**src/rtl/pe_result_drain_if.sv**
```systemverilog
// Handshake bundle between the PE array result ports, the drain block and the output buffer.
// The drain block uses the slave view. The source/sink side uses the master view.
interface pe_result_drain_if #(
    parameter int num = 4,
    parameter int DW  = 32
);
    logic                         in_valid;
    logic [num-1:0][DW-1:0]       in_result;
    logic                         transpose;
    logic                         out_valid;
    logic                         out_ready;
    logic [num-1:0][DW-1:0]       out_row;
    logic [$clog2(num)-1:0]       out_index;
    logic                         out_last;

    modport slave (
        input  in_valid, in_result, transpose, out_ready,
        output out_valid, out_row, out_index, out_last
    );

    modport master (
        output in_valid, in_result, transpose, out_ready,
        input  out_valid, out_row, out_index, out_last
    );
endinterface

```
**src/rtl/pe_result_drain.sv**
```systemverilog
// De-skews parallelogram-aligned result lanes from the PE array into a num x num matrix.
// It then presents the matrix row by row (or column by column) over a valid/ready handshake.
module pe_result_drain #(
    parameter int num = 4,
    parameter int DW  = 32
) (
    input  logic                   clk,
    input  logic                   reset,
    pe_result_drain_if.slave       bus,
    output logic                   busy,
    output logic                   done,
    output logic                   overrun
);
    localparam int CW = $clog2(2 * num - 1);
    localparam int IW = $clog2(num);
    localparam logic [CW-1:0] LAST_BEAT = CW'(2 * num - 2);
    localparam logic [IW-1:0] LAST_ROW  = IW'(num - 1);

    typedef enum logic [1:0] {IDLE, COLLECT, DRAIN} state_t;

    state_t          state_q, state_d;
    logic [CW-1:0]   c_q, c_d;
    logic [IW-1:0]   i_q, i_d;
    logic            tp_q, tp_d;
    logic            done_q, done_d;
    logic            overrun_q, overrun_d;
    logic            accept;

    logic [DW-1:0]   mat_q [num][num];
    logic [num-1:0]  lane_hit;
    logic [IW-1:0]   lane_row [num];
    logic [num-1:0][DW-1:0] row_w;

    always_comb begin
        state_d   = state_q;
        c_d       = c_q;
        i_d       = i_q;
        tp_d      = tp_q;
        done_d    = 1'b0;
        overrun_d = overrun_q;
        accept    = 1'b0;
        case (state_q)
            IDLE: begin
                if (bus.in_valid) begin
                    accept  = 1'b1;
                    tp_d    = bus.transpose;
                    c_d     = CW'(1);
                    state_d = COLLECT;
                end
            end
            COLLECT: begin
                if (bus.in_valid) begin
                    accept = 1'b1;
                    if (c_q == LAST_BEAT) begin
                        state_d = DRAIN;
                        c_d     = '0;
                        i_d     = '0;
                    end else begin
                        c_d = c_q + CW'(1);
                    end
                end
            end
            DRAIN: begin
                // Beats arriving while draining are dropped; only flagged.
                if (bus.in_valid) overrun_d = 1'b1;
                if (bus.out_ready) begin
                    if (i_q == LAST_ROW) begin
                        state_d = IDLE;
                        done_d  = 1'b1;
                        i_d     = '0;
                    end else begin
                        i_d = i_q + IW'(1);
                    end
                end
            end
            default: state_d = IDLE;
        endcase
    end

    always_ff @(posedge clk) begin
        if (!reset) begin
            state_q   <= IDLE;
            c_q       <= '0;
            i_q       <= '0;
            tp_q      <= 1'b0;
            done_q    <= 1'b0;
            overrun_q <= 1'b0;
        end else begin
            state_q   <= state_d;
            c_q       <= c_d;
            i_q       <= i_d;
            tp_q      <= tp_d;
            done_q    <= done_d;
            overrun_q <= overrun_d;
        end
    end

    // Lane k on beat c holds row c-k; the extra MSB of diff catches c < k.
    generate
        for (genvar gi = 0; gi < num; gi++) begin : g_lane
            logic [CW:0] diff;
            assign diff          = {1'b0, c_q} - (CW + 1)'(gi);
            assign lane_hit[gi]  = accept && !diff[CW] && (diff[CW-1:0] < CW'(num));
            assign lane_row[gi]  = IW'(diff[CW-1:0]);
        end
    endgenerate

    always_ff @(posedge clk) begin
        for (int k = 0; k < num; k++) begin
            if (lane_hit[k]) mat_q[lane_row[k]][k] <= bus.in_result[k];
        end
    end

    generate
        for (genvar gi = 0; gi < num; gi++) begin : g_out
            assign row_w[gi] = (state_q != DRAIN) ? '0 :
                               tp_q ? mat_q[gi][i_q] : mat_q[i_q][gi];
        end
    endgenerate

    assign bus.out_valid = (state_q == DRAIN);
    assign bus.out_row   = row_w;
    assign bus.out_index = (state_q == DRAIN) ? i_q : '0;
    assign bus.out_last  = (state_q == DRAIN) && (i_q == LAST_ROW);
    assign busy          = (state_q != IDLE);
    assign done          = done_q;
    assign overrun       = overrun_q;
endmodule

```
**src/flat_wrapper.sv**
```systemverilog
// flat-port wrapper written by rule: the top's interface ports become plain ports
module pe_result_drain_flat 
#(
    parameter int num = 4,
    parameter int DW  = 32
)
  (clk, reset, busy, done, overrun, bus_in_valid, bus_in_result, bus_transpose, bus_out_ready, bus_out_valid, bus_out_row, bus_out_index, bus_out_last);
  pe_result_drain_if #(.num(num), .DW(DW)) bus_i ();
  input  logic clk;
  input  logic reset;
  output logic busy;
  output logic done;
  output logic overrun;
  input wire logic [$bits(bus_i.in_valid)-1:0] bus_in_valid;
  input wire logic [$bits(bus_i.in_result)-1:0] bus_in_result;
  input wire logic [$bits(bus_i.transpose)-1:0] bus_transpose;
  input wire logic [$bits(bus_i.out_ready)-1:0] bus_out_ready;
  output wire logic [$bits(bus_i.out_valid)-1:0] bus_out_valid;
  output wire logic [$bits(bus_i.out_row)-1:0] bus_out_row;
  output wire logic [$bits(bus_i.out_index)-1:0] bus_out_index;
  output wire logic [$bits(bus_i.out_last)-1:0] bus_out_last;
  assign bus_i.in_valid = bus_in_valid;
  assign bus_i.in_result = bus_in_result;
  assign bus_i.transpose = bus_transpose;
  assign bus_i.out_ready = bus_out_ready;
  assign bus_out_valid = bus_i.out_valid;
  assign bus_out_row = bus_i.out_row;
  assign bus_out_index = bus_i.out_index;
  assign bus_out_last = bus_i.out_last;
  pe_result_drain #(.num(num), .DW(DW)) u_core (.clk(clk), .reset(reset), .bus(bus_i), .busy(busy), .done(done), .overrun(overrun));
endmodule
```
**config.mk**
```make
export PLATFORM = sky130hd
export DESIGN_NAME = pe_result_drain_flat
export DESIGN_NICKNAME = d
export VERILOG_FILES = /design/src/rtl/pe_result_drain_if.sv /design/src/rtl/pe_result_drain.sv /design/src/flat_wrapper.sv
export SDC_FILE = /design/constraint.sdc
export NUM_CORES = 1
export LEC_CHECK = 0
export ABC_AREA = 1
export BUFFER_PORTS_ARGS = -buffer_cell sky130_fd_sc_hd__buf_2
export CORE_MARGIN = 2
export CORE_UTILIZATION = 30
export CTS_BUF_LIST = sky130_fd_sc_hd__clkbuf_8
export DETAILED_ROUTE_END_ITERATION = 10
export SLEW_MARGIN = 20
export SYNTH_ARGS = -nofsm -noshare
export SYNTH_HDL_FRONTEND = slang
export SYNTH_SLANG_ARGS = --single-unit
```
**constraint.sdc**
```tcl
create_clock -name clk -period 5.2 [get_ports clk]
set_clock_uncertainty 0.05 [all_clocks]
set_input_delay 0.52 -clock clk [delete_from_list [all_inputs] [get_ports clk]]
set_output_delay 0.52 -clock clk [all_outputs]
set_load 0.01 [all_outputs]
```
## Word-level counts from Yosys, hierarchy flattened

Memories as Yosys holds them, arrays and structs flattened. A register that Yosys moved wholly into a read port is not among the register bits.
Index checks and enable logic that the tools add are counted.

| word-level totals | value |
|---|---|
| bits in writable memories | 512 |
| flip-flop bits (word level) | 10 |
| memories | 1 |
| logic and storage cells | 99 |

Memory list:

| memory | depth | width | read ports | clocked after Yosys merged registers in | wr ports | RTL line | RTL |
|---|---|---|---|---|---|---|---|
| u_core.mat_q | 4 | 128 | 5 | 1 | 4 | pe_result_drain.sv:29 | `logic [DW-1:0] mat_q [num][num];` |

| operators by class | value |
|---|---|
| bitwise gates (word level) | 1 |
| equal/unequal tests | 10 |
| $add $sub $neg | 5 |
| order comparisons | 5 |
| reduce and logical (&&, ||, !) cells | 22 |
| muxes and demuxes | 49 |

Operator list:

| operator | count |
|---|---|
| $mux W32 | 16 |
| $bmux W32 S2 | 4 |
| $mux W2 | 12 |
| $lt A3 B3 Y1 const B | 4 |
| $mux W1 | 11 |
| $mux W3 | 3 |
| $logic_and A1 B1 Y1 | 8 |
| $ne A2 B2 Y1 const B | 4 |
| $sub A3 B2 Y4 const B | 2 |
| $pmux W2 S3 | 1 |
| $pmux W3 S2 | 1 |
| $reduce_and A3 Y1 | 2 |
| $reduce_bool A2 Y1 | 3 |
| $reduce_and A5 Y1 | 1 |
| $eq A2 B2 Y1 const B | 2 |
| $ne A2 B1 Y1 const B | 2 |
| $pmux W2 S2 | 1 |
| $reduce_and A2 Y1 | 2 |
| $reduce_and A4 Y1 | 1 |
| $sub A3 B1 Y4 const B | 1 |
| $add A3 B1 Y3 const B | 1 |
| $eq A3 B3 Y1 const B | 1 |
| $ge A3 B3 Y1 const B | 1 |
| $logic_not A1 Y1 | 3 |
| 5 further kinds | 5 |

## Longest topological paths before layout

| depth | value |
|---|---|
| depth after elaboration | 7 |
| mapped depth | 9 |

## Worst setup path before layout

No wires, ideal clock.

| timing | value |
|---|---|
| path kind | register to register |
| from | register u_core.c_q[2] |
| to | memory u_core.mat_q[0][64] in the netlist's numbering, enable pin |
| required time | 4.649 ns |
| path slack | 0.523 ns |
| buffers on the path | 1 |
| stages on the path, launching flop included | 7 |
| data arrival time | 4.126 ns |
| setup time | 0.501 ns |
| cells stage by stage | dfxtp_1 clkbuf_1 inv_1 ha_1 nand2_1 nand2_1 nor4_1 |

RTL lines:

| element | RTL line | RTL |
|---|---|---|
| from (decl) | pe_result_drain.sv:22 | `logic [CW-1:0] c_q, c_d;` |
| from (signal assigned) | pe_result_drain.sv:83 | `c_q <= '0;` |
| from (signal assigned) | pe_result_drain.sv:90 | `c_q <= c_d;` |
| to (decl) | pe_result_drain.sv:29 |  |

==> results.toml <==
[detailed_routing]
drt-initial-drc-count = 2310
drt-pass1-iter-count = 5
drt_wl_total_um = 90600
wl_per_cell_um = 20.7
ant_nets = 0
viasPerCell = 5.11
route.detailed.drc = 0
vias = 22300

[clock_network]
holdBufCountCts = 128
numCtsBuffers = 90
cts-root-buf = "clkbuf_8"
cts_setup_buffers = 0
ctsLongestPathBuffers = 3
clk_pin_slew_ps = 60
clkLatencyLatePin_ps = 700
post_cts_resized = 0
cts_tree = "done"
htree_levels = 3
cts.sinks = 524

[global_route]
gr-usage-met1_pct = 27.2
grt_pass1_vias = 21300
overflow = 0
grt_start_max_net_pins = 216
antenna_found_initial = 9
gr-usage-met2_pct = 30.8
grt_use_met3_pct = 4.03
grtUsageTotal_pct = 19.7
busiest_layer = "met2"
grt_pass1_wl_um = 134000

[setup_path]
required_ps = 4630
end_kind = "output port"
worstPathCellList = "buf_12 > o21ai_0 > o22ai_1 > nor2_1 > nor2_1 > buf_2"
start_kind = "flip-flop"
cpPeakStageDelay_ps = 810
reg2reg_to = "u_core.mat_q[1][67]"
path_common_cell = "nor2_1"
critical_path_arrival_ps = 3550
slowest_stage = "dfxtp_4"
setup.worst_path.end = "bus_out_row[91]"
ff2ff_setup_slack_ps = 2200
r2r-start = "u_core.c_q[2]"
reg2reg_depth = 6
crit_type = "flip-flop to output port"
path_max_fanout = 196

[sta]
tns_ps = 0
setup_viol = 0
rsz0062_at_grt = "no"
fmax_mhz = 243
report.final.hold_viol_count = 0
drv_slew = 0
finalCritPeriodShare_pct = 79.2
relSlewSlack_pct = 28.4
tightest_slew_ps = 1070
period_minus_slack_ps = 4120

[logic_synthesis]
synth_most_common_cell = "nor2_1"
syn-num-nets = 2962
netlist_instances = 2825
ys_ff_latch = 524
avgSynthCellArea_um2 = 9.21
synthArstFlopShare_pct = 0
yosys-top-cells-area = "edfxtp_1, o21ai_0, nor2_1"
syn-cell-area_mm2 = 0.0260
ys.flop_type = "edfxtp_1"
ys.warnings.count = 0
yosys.area.top_type = "edfxtp_1"
yosysSeqAreaShare_pct = 60.0
synth_cell_types = 28
synthDominantCellAreaShare_pct = 59.1
synth_edf_count = 512
ys_top_cells_by_count = "nor2_1, edfxtp_1, o21ai_0, nand2_1, inv_1"

[power_and_ir_drop]
powerDensity_mw_per_mm2 = 396
leakage_nw = 12.2
max-vdd-ir-drop_mv = 0.290

[placement]
dpl-instance-area_mm2 = 0.0282
place_congestion = 0.821
port_buffers = 267
hpwl_um = 54100

[floorplanning]
dieArea_mm2 = 0.0891
io_pins = 268
die_w_um = 298
die_h_um = 298
fp-row-count = 108
initial_core_util_pct = 30.1
coreArea_mm2 = 0.0863

[outcome]
status = "complete, no violations"

[flow_run]
maxCapViolations = 0

[layout]
fill_cells = 8734
nets = 3277
drive_gt1_share_pct = 15.6
layout-area-overhead-vs-synth_pct = 20.0
fin_area_mm2 = 0.0312

[hold_path]
hp-start = "bus_in_result[78]"
hold_class = "primary input to flip-flop"
-- critical path, delay by kind of cell (launching register included) --
family	cells	cell delay, ps
simple gates	2	440
compound gates	2	410
flops	1	810
buf+inv	2	810
-- metrics by stage --
step	power (mW)	worst slack, ps	util [%]	hold WS (ps)	cells
floorplan	7.59	523	-	455	2825
global placement	8.71	1860	32.7	397	4075
detailed placement	8.72	1830	32.7	397	4075
CTS	12.4	1070	36.2	0.745	4366
global route	13.0	850	36.2	37.7	4368
finish	12.4	1080	36.2	72.3	4368
-- worst min path at each step --
stage	depth (start not counted)	endpoint	slack [ps]
finish	1	u_core.mat_q[0][46]	70
global route	1	u_core.mat_q[0][46]	40
CTS	1	u_core.mat_q[0][46]	0.7
detailed placement	1	u_core.overrun	400
global placement	1	u_core.overrun	400
floorplan	1	u_core.c_q[0]	460
-- cell type report --
cell class | instances | area [um2] | area share, %
antenna | 2 | 5.00 | 0.0160
multi-input combinational | 1875 | 8660 | 27.7
sequential | 524 | 15600 | 50.1
clock buffer | 90 | 1240 | 3.97
inverter | 214 | 826 | 2.64
clock inverter | 73 | 457 | 1.46
tap | 1155 | 1450 | 4.63
timing repair buffer | 435 | 2970 | 9.50
-- per-layer routing --
| layer | routed length [um] | vias to the layer above | share of wire (%) |
|---|---|---|---|
| met1 | 40100 | 10700 | 44 |
| met5 | 80 | - | 0.088 |
| met3 | 7180 | 182 | 7.9 |
| met4 | 2450 | 12 | 2.7 |
| li1 | - | 10400 | - |
| met2 | 40800 | 1023 | 45 |
-- report_power, final --
group	internal (mW)	total (mW)	switching (mW)
registers	4.77	4.92	0.146
clock network	1.87	3.62	1.75
logic	1.17	3.83	2.67
total	7.81	12.4	4.56
-- cell usage in the layout, fill, tap and decap left out --
cell	instances
xor2_1	1
or2_1	18
edfxtp_1	512
inv_8	1
nor3_2	3
nor4_2	1
clkinv_1	17
ha_1	4
o21ai_0	448
dfxtp_1	7
bufinv_16	5
inv_1	234
nand2_2	1
o21a_1	1
dlygate4sd3_1	128
clkbuf_8	90
nor4_1	1
inv_4	4
diode_2	2
nor2_2	1
clkinv_2	14
buf_2	267
dfxtp_4	5
inv_6	4
inv_2	3
nand3_1	136
o22ai_1	64
nand4_1	3
buf_4	36
o21ai_1	198
clkinvlp_4	5
nor2_1	530
nand2_1	278
a31oi_1	1
buf_12	4
or2_2	47
nor3_1	1
nor2_4	9
a21oi_1	129
-- sequential cells by signal (all words and copies together) (netlist names), named ones only --
signal,count
u_core.c_q,3
u_core.done,1
u_core.i_q,2
u_core.mat_q,512
u_core.overrun,1
u_core.state_q,2
u_core.tp_q,1
-- kinds of logic after synthesis --
group,after synthesis,share of synthesized area [%]
compound gates,841,16.5
simple gates,1029,16.2
buf+inv,426,7.05
fa+ha+maj,4,0.192
flops,524,60.0
xor+xnor,1,0.0337
No activity file was read; power rests on OpenSTA's default activity.
